===== config.mk =====
export PLATFORM = sky130hd
export DESIGN_NAME = qdec_ctx_init_flat
export DESIGN_NICKNAME = d
export VERILOG_FILES = /design/src/rtl/qdec_ctx_init_if.sv /design/src/rtl/qdec_ctx_init.sv /design/src/flat_wrapper.sv
export SDC_FILE = /design/constraint.sdc
export NUM_CORES = 1
export LEC_CHECK = 0
export CAP_MARGIN = 20
export CORE_UTILIZATION = 50
export DETAILED_ROUTE_END_ITERATION = 8
export PLACE_DENSITY = 0.8
export SYNTH_ARGS = -nofsm -noshare
export SYNTH_HDL_FRONTEND = slang
export SYNTH_SLANG_ARGS = --single-unit
export TNS_END_PERCENT = 5

===== constraint.sdc =====
create_clock -name clk -period 11.1 [get_ports clk]
set_input_delay 1.665 -clock clk [delete_from_list [all_inputs] [get_ports clk]]
set_output_delay 1.665 -clock clk [all_outputs]
set_load 0.05 [all_outputs]

===== src/rtl/qdec_ctx_init_if.sv =====
// Signal bundle between the context-init engine and its surroundings: slice control, init ROM port
// and the write side of the context memory port.
// Protocol: start is a one-cycle request taken only while idle; init_value is valid exactly one
// cycle after init_rd; every cycle with ctx_we=1 is one committed write, with no stalls.
interface qdec_ctx_init_if #(
   parameter int CTX_AW  = 10,
   parameter int INIT_AW = 11
);
   logic               start;
   logic [6:0]         slice_qp;
   logic [1:0]         init_type;
   logic               busy;
   logic               done;
   logic               init_rd;
   logic [INIT_AW-1:0] init_addr;
   logic [7:0]         init_value;
   logic [CTX_AW-1:0]  ctx_addr;
   logic [7:0]         ctx_wdata;
   logic               ctx_we;
   logic               ctx_en;

   modport slave (
      input  start, slice_qp, init_type, init_value,
      output busy, done, init_rd, init_addr, ctx_addr, ctx_wdata, ctx_we, ctx_en
   );

   modport master (
      output start, slice_qp, init_type, init_value,
      input  busy, done, init_rd, init_addr, ctx_addr, ctx_wdata, ctx_we, ctx_en
   );
endinterface


===== src/rtl/qdec_ctx_init.sv =====
// CABAC context initialisation: walks every context, reads its initValue from the init ROM,
// derives {pStateIdx, valMps} from SliceQpY and writes it into context memory, one per cycle.
module qdec_ctx_init #(
   parameter int NUM_CTX = 512,
   parameter int CTX_AW  = 10,
   parameter int INIT_AW = 11
) (
   input  logic                  clk,
   input  logic                  rst,
   qdec_ctx_init_if.slave        bus,
   output logic [1:0]            state_o
);
   typedef enum logic [1:0] {
      S_IDLE  = 2'd0,
      S_RUN   = 2'd1,
      S_DRAIN = 2'd2,
      S_DONE  = 2'd3
   } state_e;

   localparam logic [CTX_AW-1:0] LAST = CTX_AW'(NUM_CTX - 1);

   state_e             state_q, state_d;
   logic [CTX_AW-1:0]  cnt_q, cnt_d;
   logic               rd_q, rd_d;
   logic [INIT_AW-1:0] rd_addr_q, rd_addr_d;
   logic [5:0]         qc_q, qc_d;
   logic               v1_q, v1_d;
   logic [CTX_AW-1:0]  k1_q, k1_d;
   logic               we_q, we_d;
   logic [CTX_AW-1:0]  waddr_q, waddr_d;
   logic [7:0]         wdata_q, wdata_d;

   logic [5:0]         qc_in;
   logic [INIT_AW-1:0] base_in;

   always_comb begin
      qc_in = bus.slice_qp[5:0];
      if (bus.slice_qp[6]) begin
         qc_in = 6'd0;
      end else if (bus.slice_qp[5:0] > 6'd51) begin
         qc_in = 6'd51;
      end
   end

   always_comb begin
      base_in = '0;
      unique case (bus.init_type)
         2'd0:    base_in = '0;
         2'd1:    base_in = INIT_AW'(NUM_CTX);
         default: base_in = INIT_AW'(2 * NUM_CTX);
      endcase
   end

   // State derivation for the ROM word arriving this cycle; all terms fit in 14-bit signed.
   logic [3:0]         slope, off;
   logic signed [13:0] m_s, n_s, prod_s, sum_s;
   logic [6:0]         pre;
   logic               val_mps;
   logic [5:0]         pidx;
   logic [7:0]         ctx_state;

   always_comb begin
      slope  = bus.init_value[7:4];
      off    = bus.init_value[3:0];
      m_s    = $signed({10'd0, slope}) * 14'sd5 - 14'sd45;
      n_s    = $signed({7'd0, off, 3'd0}) - 14'sd16;
      prod_s = m_s * $signed({8'd0, qc_q});
      sum_s  = (prod_s >>> 4) + n_s;
      if (sum_s < 14'sd1) begin
         pre = 7'd1;
      end else if (sum_s > 14'sd126) begin
         pre = 7'd126;
      end else begin
         pre = sum_s[6:0];
      end
      val_mps = (pre > 7'd63);
      // pre-64 keeps the low six bits; 63-pre is their complement when pre <= 63.
      pidx      = val_mps ? pre[5:0] : ~pre[5:0];
      ctx_state = {1'b0, pidx, val_mps};
   end

   always_comb begin
      state_d   = state_q;
      cnt_d     = cnt_q;
      rd_d      = 1'b0;
      rd_addr_d = rd_addr_q;
      qc_d      = qc_q;
      v1_d      = rd_q;
      k1_d      = cnt_q;
      we_d      = v1_q;
      waddr_d   = waddr_q;
      wdata_d   = wdata_q;

      if (v1_q) begin
         waddr_d = k1_q;
         wdata_d = ctx_state;
      end

      unique case (state_q)
         S_IDLE: begin
            if (bus.start) begin
               state_d   = S_RUN;
               rd_d      = 1'b1;
               rd_addr_d = base_in;
               cnt_d     = '0;
               qc_d      = qc_in;
            end
         end
         S_RUN: begin
            if (cnt_q == LAST) begin
               state_d = S_DRAIN;
            end else begin
               rd_d      = 1'b1;
               cnt_d     = cnt_q + 1'b1;
               rd_addr_d = rd_addr_q + 1'b1;
            end
         end
         // Stay until the final context has left stage 1; its write is then on the port.
         S_DRAIN: begin
            if (!v1_q) begin
               state_d = S_DONE;
            end
         end
         S_DONE: begin
            state_d = S_IDLE;
         end
         default: begin
            state_d = S_IDLE;
         end
      endcase
   end

   always_ff @(posedge clk) begin
      if (rst) begin
         state_q   <= S_IDLE;
         cnt_q     <= '0;
         rd_q      <= 1'b0;
         rd_addr_q <= '0;
         qc_q      <= '0;
         v1_q      <= 1'b0;
         k1_q      <= '0;
         we_q      <= 1'b0;
         waddr_q   <= '0;
         wdata_q   <= '0;
      end else begin
         state_q   <= state_d;
         cnt_q     <= cnt_d;
         rd_q      <= rd_d;
         rd_addr_q <= rd_addr_d;
         qc_q      <= qc_d;
         v1_q      <= v1_d;
         k1_q      <= k1_d;
         we_q      <= we_d;
         waddr_q   <= waddr_d;
         wdata_q   <= wdata_d;
      end
   end

   assign bus.busy      = (state_q == S_RUN) || (state_q == S_DRAIN);
   assign bus.done      = (state_q == S_DONE);
   assign bus.init_rd   = rd_q;
   assign bus.init_addr = rd_addr_q;
   assign bus.ctx_we    = we_q;
   assign bus.ctx_en    = we_q;
   assign bus.ctx_addr  = waddr_q;
   assign bus.ctx_wdata = wdata_q;
   assign state_o       = state_q;
endmodule


===== src/flat_wrapper.sv =====
// flat-port wrapper written by rule: the top's interface ports become plain ports
module qdec_ctx_init_flat 
#(
   parameter int NUM_CTX = 512,
   parameter int CTX_AW  = 10,
   parameter int INIT_AW = 11
)
  (clk, rst, state_o, bus_start, bus_slice_qp, bus_init_type, bus_init_value, bus_busy, bus_done, bus_init_rd, bus_init_addr, bus_ctx_addr, bus_ctx_wdata, bus_ctx_we, bus_ctx_en);
  qdec_ctx_init_if #(.CTX_AW(CTX_AW), .INIT_AW(INIT_AW)) bus_i ();
  input  logic clk;
  input  logic rst;
  output logic [1:0] state_o;
  input wire logic [$bits(bus_i.start)-1:0] bus_start;
  input wire logic [$bits(bus_i.slice_qp)-1:0] bus_slice_qp;
  input wire logic [$bits(bus_i.init_type)-1:0] bus_init_type;
  input wire logic [$bits(bus_i.init_value)-1:0] bus_init_value;
  output wire logic [$bits(bus_i.busy)-1:0] bus_busy;
  output wire logic [$bits(bus_i.done)-1:0] bus_done;
  output wire logic [$bits(bus_i.init_rd)-1:0] bus_init_rd;
  output wire logic [$bits(bus_i.init_addr)-1:0] bus_init_addr;
  output wire logic [$bits(bus_i.ctx_addr)-1:0] bus_ctx_addr;
  output wire logic [$bits(bus_i.ctx_wdata)-1:0] bus_ctx_wdata;
  output wire logic [$bits(bus_i.ctx_we)-1:0] bus_ctx_we;
  output wire logic [$bits(bus_i.ctx_en)-1:0] bus_ctx_en;
  assign bus_i.start = bus_start;
  assign bus_i.slice_qp = bus_slice_qp;
  assign bus_i.init_type = bus_init_type;
  assign bus_i.init_value = bus_init_value;
  assign bus_busy = bus_i.busy;
  assign bus_done = bus_i.done;
  assign bus_init_rd = bus_i.init_rd;
  assign bus_init_addr = bus_i.init_addr;
  assign bus_ctx_addr = bus_i.ctx_addr;
  assign bus_ctx_wdata = bus_i.ctx_wdata;
  assign bus_ctx_we = bus_i.ctx_we;
  assign bus_ctx_en = bus_i.ctx_en;
  qdec_ctx_init #(.NUM_CTX(NUM_CTX), .CTX_AW(CTX_AW), .INIT_AW(INIT_AW)) u_core (.clk(clk), .rst(rst), .bus(bus_i), .state_o(state_o));
endmodule

==> flow_summary.ini, run 1 <==
[logic_synthesis]
synth_area_um2 = 4890
synthFlopType = dfxtp_1
synth_edf_count = 0
ys_async_sr_fraction_pct = 0
synth_top_cell_area_share_pct = 24.1
synth_simple_gate_area_share_pct = 20.9
synth_cells = 569
avgSynthCellArea_um2 = 8.60
ys_warn_count = 0
ys_ff_latch = 59
synth_compound_area_share_pct = 10.8
synth_xor_area_share_pct = 8.03
yosysUniqueCellTypes = 56
synth_top_family_by_area = adder cells
synth_fa_ha_area_share_pct = 26.0
yosysSeqAreaShare_pct = 24.1
synth_nets = 669
synth_area_leaders = dfxtp_1 (24%), fa_1 (15%), ha_1 (11%), inv_1 (5.5%), xnor2_1 (5.2%)
synth_top_cell_by_area = dfxtp_1
synth.area.mux_share_pct = 2.51

[sta]
fin_skew_ns = 0.00853
max_slew.worst_pin.slew_ns = 0.981
drv_slew = 0
period_minus_slack_ns = 9.40
grt_setup_unrepaired = false
max_freq_mhz = 106
fin_ws_ns = 1.70
max_slew_margin_pct = 34.6
post-route-period-util_pct = 84.6
setup_viol = 0
report.final.hold_viol_count = 0
fin_setup_tns_ns = 0

[route]
drt-pass1-iter-count = 4
wire_per_inst_um = 13.9
antenna_left = 0
finalWirelength_mm = 10.4
viasPerCell = 5.27
drc = 0
drt_iter0_drc = 152
via_count = 3948

[critical_path]
cp_slowest_cell = fa_1
end_kind = register
crit_path_max_fanout = 7
cp_num_buf_inv = 5
critPathMostFrequentCell = fa_1
arrival_ns = 9.58
crit_family = adder cells
crit_path_start_kind = input pin
crit_type = in -> reg
crit_required_ns = 11.28
worst_path_largest_cell_delay_ns = 0.57

[power]
power.total_mw = 1.06
ir_drop_mv = 0.128
p_leak_nw = 2.60
cellPowerDensity_nw_per_um2 = 183

[layout]
final_cell_mix = inv_1 (72), dfxtp_1 (59), clkdlybuf4s50_1 (54)
syn_to_final_growth_pct = 18.0
regArea_um2 = 1180
nets = 716
fin_cells = 749
n_fill_cell = 800
diodes = 0
mostFrequentLayoutCell = inv_1
multiInputGateArea_um2 = 3340
layout-drive-gt1-share_pct = 4.35

[clocking]
clk_path_buf_depth = 2
clkLatencyLatePin_ns = 0.33
cts_sinks = 59
ctsRootBufferMaster = clkbuf_8
cts_resized = 0
htree_levels = 3
hold_buffers = 0
clk_pin_slew_ns = 0.07
cts_setup_buffers = 0
cts_made_buffers = 9
cts_tree = done

[floorplan]
die_width_um = 101
core_um2 = 9370
rows = 35
initial_core_util_pct = 52.2
fp.dieH_um = 101
dieArea_um2 = 10200
ios = 56

[flow_run]
max_cap_violations = 0

[global_route]
grt_max_degree = 47
grt_pass1_wl_mm = 17.6
antenna_found_initial = 0
grt_pass1_vias = 3868
grt_usage_pct = 21.8
grt.overflow.total = 0

[placement]
gp_congestion = 0.881
hpwl_mm = 8.05
io_buffers = 54
dp_cells = 733
place_ws_ns = 1.45

[worst_hold_path]
hp-class = reg -> reg

[run_status]
outcome = finished clean
==> metal layers <==
layer | up-vias | track usage [%] | part of all wire, %
met5 | - | 0 | 0
met4 | 0 | 3.46 | 0.48
met3 | 6 | 5.96 | 5.6
met2 | 99 | 36.8 | 49
met1 | 1883 | 28.4 | 45
li1 | 1960 | - | -
==> path summary, 6_finish.rpt <==
path | start | to | slack, ns | cells after the start
hold reg to reg | u_core.k1_q[9]$_SDFF_PP0_ | u_core.bus.ctx_addr[9]$_SDFFE_PP0P_ | 0.47 | 2
hold / removal | u_core.k1_q[9]$_SDFF_PP0_ | u_core.bus.ctx_addr[9]$_SDFFE_PP0P_ | 0.47 | 2
setup / recovery | bus_init_value[7] | u_core.bus.ctx_wdata[6]$_SDFFE_PP0P_ | 1.70 | 29
setup reg to reg | u_core.qc_q[3]$_SDFFE_PP0P_ | u_core.bus.ctx_wdata[6]$_SDFFE_PP0P_ | 4.75 | 22
==> power breakdown <==
part,internal (mW),switching (mW)
sequential,0.231,0.0281
combinational,0.206,0.331
clock,0.176,0.0832
==> logic make-up after synthesis <==
| group | Yosys count |
|---|---|
| muxes | 12 |
| buffers and inverters | 92 |
| other | 1 |
| adders and majority gates | 80 |
| AOI/OAI and AO/OA | 78 |
| xor gates and xnor gates | 44 |
| and+or+nand+nor | 203 |
| DFF | 59 |
==> per-stage QoR <==
step                cell area [um^2]  hold slack, ns  util, %
floorplan                       4890           0.440        -
global placement                5500           0.444     58.7
detailed placement              5500           0.455     58.7
CTS                             5770           0.471     61.5
global route                    5770           0.497     61.6
finish                          5770           0.466     61.6
==> sequential cells by signal, indices dropped and copies added (netlist names) <==
signal / cells
u_core.bus.init_rd: 1
u_core.bus.init_addr: 11
u_core.bus.ctx_en: 1
u_core.bus.ctx_wdata: 7
u_core.cnt_q: 10
u_core.state_o: 2
u_core.qc_q: 6
u_core.k1_q: 10
u_core.bus.ctx_addr: 10
u_core.v1_q: 1
==> cells in the mapped netlist, types with 3 or more instances <==
library cell  number
nand2b_1           6
nor3b_1            4
nand4_1            6
fa_1              36
a21o_1            10
mux2i_1           10
and3_1             7
ha_1              44
dfxtp_1           59
buf_4              3
and4_1             3
xnor2_1           29
and2_1            20
nor3_1            14
nand2_1           49
a21oi_1           22
nor2b_1           18
clkbuf_1          13
nand3_1           13
o21ai_0           13
xor2_1            14
buf_2              3
a211oi_1           7
nor2_1            50
inv_1             72
==> layout make-up <==
cell class | instances | share of cell area (%)
clock buffer | 10 | 2.38
inverter | 72 | 4.68
timing repair buffer | 56 | 9.62
multi-input combinational | 418 | 57.9
tap | 129 | 2.80
sequential | 59 | 20.5
clock inverter | 5 | 2.17
==> worst min-delay path: stages (launching register included) <==
cell	delay [ns]
dfxtp_1	0.31
mux2i_1	0.06
nor2_1	0.07
Note: power is estimated with default switching activity, not from simulation.
==> inputs of run 2 (changes only) <==
--- a/config.mk
+++ b/config.mk
@@ -8,7 +8,7 @@
 export CAP_MARGIN = 20
 export CORE_UTILIZATION = 50
 export DETAILED_ROUTE_END_ITERATION = 8
-export PLACE_DENSITY = 0.8
+export PLACE_DENSITY = 0.83
 export SYNTH_ARGS = -nofsm -noshare
 export SYNTH_HDL_FRONTEND = slang
 export SYNTH_SLANG_ARGS = --single-unit
==> constraint.sdc (replaced) <==
create_clock -name clk -period 8.5 [get_ports clk]
set_input_delay 1.275 -clock clk [delete_from_list [all_inputs] [get_ports clk]]
set_output_delay 1.275 -clock clk [all_outputs]
set_load 0.05 [all_outputs]
==> flow_summary.ini, run 2 (synthesis gave the netlist of run 1 again) <==
[placement]
io_buffers = 54
hpwl_mm = 8.45
gp_congestion = 0.817
placed_area_um2 = 5670

[critical_path]
crit_family = adder cells
crit_path_start_kind = input pin
crit_path_max_fanout = 5
cp_num_buf_inv = 10
crit_type = in -> reg
worst_path_largest_cell_delay_ns = 0.64
arrival_ns = 8.54
critPathMostFrequentCell = buf_4
crit_required_ns = 8.74
end_kind = register
cp_slowest_cell = fa_2

[layout]
final_cell_mix = inv_1 (71), dfxtp_1 (59), clkdlybuf4s50_1 (53)
mostFrequentLayoutCell = inv_1
syn_to_final_growth_pct = 22.5
multiInputGateArea_um2 = 3470
n_fill_cell = 784
nets = 740
finish.instance_area_um2 = 5990
regArea_um2 = 1180
largest_reg_flops = 11
diodes = 0
layout-drive-gt1-share_pct = 12.1

[floorplan]
rows = 35
initial_core_util_pct = 52.2
ios = 56
die_width_um = 101
core_um2 = 9370
fp.dieH_um = 101
dieArea_um2 = 10200

[sta]
fin_skew_ns = 0.0105
whs_ns = 0.472
period_minus_slack_ns = 8.29
fin_setup_tns_ns = 0
max_freq_mhz = 121
report.final.hold_viol_count = 0
setup_viol = 0
max_slew_margin_pct = 37.2
drv_slew = 0
max_slew.worst_pin.slew_ns = 0.940
post-route-period-util_pct = 97.6

[route]
viasPerCell = 5.27
wire_per_inst_um = 14.3
drt_iter0_drc = 155
finalWirelength_mm = 11.0
antenna_left = 0
drt-pass1-iter-count = 5
drc = 0
via_count = 4077

[global_route]
grt_usage_pct = 23.1
grt_max_degree = 47
antenna_found_initial = 0
grt.overflow.total = 0
grt_pass1_vias = 4261
grt_pass1_wl_mm = 18.8

[clocking]
htree_levels = 3
cts_made_buffers = 9
clk_path_buf_depth = 2
clkLatencyLatePin_ns = 0.33
hold_buffers = 0
cts_tree = done
ctsRootBufferMaster = clkbuf_8
clk_pin_slew_ns = 0.07
cts_sinks = 59

[power]
internal-power_uw = 732
seq_power_share_pct = 25.0
p_leak_nw = 2.71
pwr-share-comb_pct = 58.9
pwr-share-clk_pct = 16.1
ir_drop_mv = 0.335
cellPowerDensity_nw_per_um2 = 225
swShare_pct = 45.8
switchingPower_uw = 619

[flow_run]
max_cap_violations = 0

[run_status]
outcome = finished clean

[worst_hold_path]
hp-class = reg -> reg
[run 2: changes by cell type in the layout (fill, tap and decap cells not counted), moves of 3 or more]
cell / previous run / this run
xnor2_1: 29 / 26
bufinv_16: 4 / 0
nand2_1: 49 / 44
ha_1: 44 / 40
nand2_2: 0 / 5
buf_4: 2 / 25
clkinv_2: 1 / 4
ha_2: 0 / 4
[run 2: layout make-up]
cell class,instances,share of cell area [%]
clock buffer,9,2.07
clock inverter,7,0.731
inverter,72,4.51
multi-input combinational,418,57.9
sequential,59,19.7
tap,129,2.69
timing repair buffer,80,12.4
[run 2: power by group through the flow]
stage | Combinational, mW | Clock [mW] | Sequential (mW)
detailed placement | 0.743 | 0 | 0.341
CTS | 0.754 | 0.225 | 0.336
floorplan | 0.490 | 0 | 0.385
global placement | 0.719 | 0 | 0.341
finish | 0.796 | 0.218 | 0.337
global route | 0.873 | 0.236 | 0.341
[run 2: worst register-to-register path, delay by kind of cell (launching register included)]
kind,cells,cell delay (ns)
DFF,1,0.59
adders and majority gates,6,2.65
AOI/OAI and AO/OA,9,1.56
buffers and inverters,8,0.86
and+or+nand+nor,3,0.38
[run 2: final timing paths]
kind / cells past startpoint / from / slack [ns] / to
max: 33 / bus_init_value[5] / 0.21 / u_core.bus.ctx_wdata[3]$_SDFFE_PP0P_
min: 2 / u_core.k1_q[3]$_SDFF_PP0_ / 0.47 / u_core.bus.ctx_addr[3]$_SDFFE_PP0P_
max reg2reg: 26 / u_core.qc_q[3]$_SDFFE_PP0P_ / 2.37 / u_core.bus.ctx_wdata[3]$_SDFFE_PP0P_
min reg2reg: 2 / u_core.k1_q[3]$_SDFF_PP0_ / 0.47 / u_core.bus.ctx_addr[3]$_SDFFE_PP0P_
[run 2: stage by stage]
step	util [%]	cells	setup slack [ns]	power, mW
2_1_floorplan	-	569	0.378	0.875
3_3_place_gp	60.5	755	0.0448	1.06
3_5_place_dp	60.5	755	-0.215	1.08
4_1_cts	62.3	771	0.115	1.31
5_1_grt	63.9	774	-0.0405	1.45
6_report	63.9	774	0.207	1.35
[run 2: what timing repair did]
action | 4_1_cts | 5_1_grt
setup endpoints to repair | 0 | 7
setup buffers | 0 | 2
gates resized for setup | 0 | 35
[run 2: per-layer routing]
| metal | track usage [%] | vias to the layer above | routed length, um |
|---|---|---|---|
| met5 | 0 | - | 0 |
| met4 | 6.02 | 0 | 111 |
| met3 | 4.23 | 12 | 456 |
| met2 | 42.1 | 95 | 5660 |
| met1 | 27.9 | 1951 | 4800 |
| li1 | - | 2019 | - |
==> inputs of run 3 (changes only) <==
--- a/config.mk
+++ b/config.mk
@@ -8,7 +8,7 @@
 export CAP_MARGIN = 20
 export CORE_UTILIZATION = 50
 export DETAILED_ROUTE_END_ITERATION = 8
-export PLACE_DENSITY = 0.83
+export PLACE_DENSITY = 0.8
 export SYNTH_ARGS = -nofsm -noshare
 export SYNTH_HDL_FRONTEND = slang
 export SYNTH_SLANG_ARGS = --single-unit
==> constraint.sdc (replaced) <==
create_clock -name clk -period 8.3 [get_ports clk]
set_input_delay 1.245 -clock clk [delete_from_list [all_inputs] [get_ports clk]]
set_output_delay 1.245 -clock clk [all_outputs]
set_load 0.005 [all_outputs]
==> flow_summary.ini, run 3 (synthesis gave the netlist of run 1 again) <==
[route]
wire_per_inst_um = 13.7
drt-pass1-iter-count = 4
antenna_left = 0
finalWirelength_mm = 10.9
drt_iter0_drc = 150
viasPerCell = 5.21
drc = 0
via_count = 4132

[clocking]
hold_buffers = 0
clk_path_buf_depth = 2
cts_sinks = 59
cts_made_buffers = 9
cts_tree = done
clkLatencyLatePin_ns = 0.34
clk_pin_slew_ns = 0.07
ctsRootBufferMaster = clkbuf_8
htree_levels = 3

[power]
swShare_pct = 41.0
pwr-share-clk_pct = 17.0
power.total_mw = 1.33
switchingPower_uw = 547
p_leak_nw = 2.83
seq_power_share_pct = 25.9
internal-power_uw = 788
ir_drop_mv = 0.169
cellPowerDensity_nw_per_um2 = 216
pwr-share-comb_pct = 57.1

[flow_run]
max_cap_violations = 0

[layout]
mostFrequentLayoutCell = inv_1
n_fill_cell = 727
nets = 760
finish.instance_area_um2 = 6180
fin_cells = 793
layout-drive-gt1-share_pct = 14.9
syn_to_final_growth_pct = 26.4
final_util_pct = 66.0
largest_reg_flops = 11
diodes = 0
final_cell_mix = inv_1 (70), dfxtp_1 (59), clkdlybuf4s50_1 (50)

[global_route]
antenna_found_initial = 0
grt_pass1_wl_mm = 18.3
grt.overflow.total = 0
grt_usage_pct = 22.4
grt_max_degree = 47
grt_pass1_vias = 4177

[critical_path]
crit_path_max_fanout = 4
crit_path_start_kind = input pin
worstReg2RegStart = u_core.qc_q[3]$_SDFFE_PP0P_
critPathMostFrequentCell = fa_1
arrival_ns = 8.18
end_kind = register
worst_path_largest_cell_delay_ns = 0.64
crit_type = in -> reg
crit_required_ns = 8.54
r2r_cells = 23
cp_slowest_cell = fa_2
r2r_end = u_core.bus.ctx_wdata[1]$_SDFFE_PP0P_
rrSetupSlack_ns = 2.23

[placement]
placed_area_um2 = 5790
gp_congestion = 0.833
hpwl_mm = 8.06
dp_cells = 771
io_buffers = 54

[floorplan]
die_width_um = 101
fp.dieH_um = 101
ios = 56
dieArea_um2 = 10200
initial_core_util_pct = 52.2
core_um2 = 9370
rows = 35

[sta]
max_slew_margin_pct = 33.4
fin_setup_tns_ns = 0
fin_skew_ns = 0.0121
drv_slew = 0
max_slew.worst_pin.slew_ns = 0.997
max_freq_mhz = 126
report.final.hold_viol_count = 0
grt_setup_unrepaired = false
period_minus_slack_ns = 7.94
setup_viol = 0
post-route-period-util_pct = 95.6

[worst_hold_path]
hold_depth = 2
min_from = u_core.k1_q[8]$_SDFF_PP0_
hp-class = reg -> reg
hold_end = u_core.bus.ctx_addr[8]$_SDFFE_PP0P_

[run_status]
outcome = finished clean
[run 3: cell count changes in the layout (fill, tap and decap cells not counted), moves of 3 or more]
cell             previous run  this run
buf_4                      25        46
nand2_1                    44        48
clkdlybuf4s50_1            53        50
dlymetal6s2s_1              1         4
clkinv_2                    4         1
nand2_2                     5         1
xnor2_2                     3         6
[run 3: final cells by class]
type                    count  area [um^2]  share of cell area [%]
repair buffers            100          896                    14.5
flip-flops and latches     59         1180                    19.1
inverters                  72          270                    4.37
clock inverters             4         27.5                   0.445
clock buffers              11          141                    2.29
multi-input cells         418         3500                    56.7
well taps                 129          161                    2.61
[run 3: worst max path at each step]
| stage | from | to | slack, ns | depth (start not counted) |
|---|---|---|---|---|
| 3_3_place_gp | bus_init_value[5] | u_core.bus.ctx_wdata[1]$_SDFFE_PP0P_ | -0.19 | 29 |
| 2_1_floorplan | bus_init_value[5] | u_core.bus.ctx_wdata[1]$_SDFFE_PP0P_ | 0.21 | 28 |
| 3_5_place_dp | bus_init_value[7] | u_core.bus.ctx_wdata[1]$_SDFFE_PP0P_ | -0.38 | 30 |
| 6_report | bus_init_value[7] | u_core.bus.ctx_wdata[1]$_SDFFE_PP0P_ | 0.36 | 30 |
| 5_1_grt | bus_init_value[5] | u_core.bus.ctx_wdata[1]$_SDFFE_PP0P_ | 0.02 | 30 |
| 4_1_cts | bus_init_value[7] | u_core.bus.ctx_wdata[1]$_SDFFE_PP0P_ | 0.008 | 30 |
[run 3: per-stage QoR]
step                hold WS (ns)  worst slack, ns
floorplan                  0.440            0.208
global placement           0.445           -0.192
detailed placement         0.465           -0.385
CTS                        0.482          0.00836
global route               0.507           0.0221
finish                     0.477            0.362
[run 3: power groups by stage]
stage	combinational [mW]	sequential, mW	clock, mW
floorplan	0.481	0.333	0
global placement	0.682	0.350	0
detailed placement	0.703	0.350	0
CTS	0.716	0.344	0.228
global route	0.849	0.350	0.242
finish	0.762	0.345	0.227
[run 3: worst max-delay path: cells and delay by family]
family,cells,cell delay (ns)
xor+xnor,2,0.37
fa+ha+maj,9,3.63
compound gates,7,1.54
buf+inv,7,0.59
simple gates,5,0.77
[run 3: per-layer routing]
layer | up-vias | track usage, % | part of all wire, %
li1 | 2050 | - | -
met4 | 0 | 4.91 | 1.2
met5 | - | 0 | 0
met3 | 13 | 5.41 | 5.0
met2 | 99 | 37.9 | 49
met1 | 1970 | 29.1 | 45
[run 3: what timing repair did]
action                                  CTS  global route
resized for setup                         3            38
cloned                                    0             0
setup buffers                             0             6
endpoints found under the setup margin    6             7
pin swaps                                 1            29
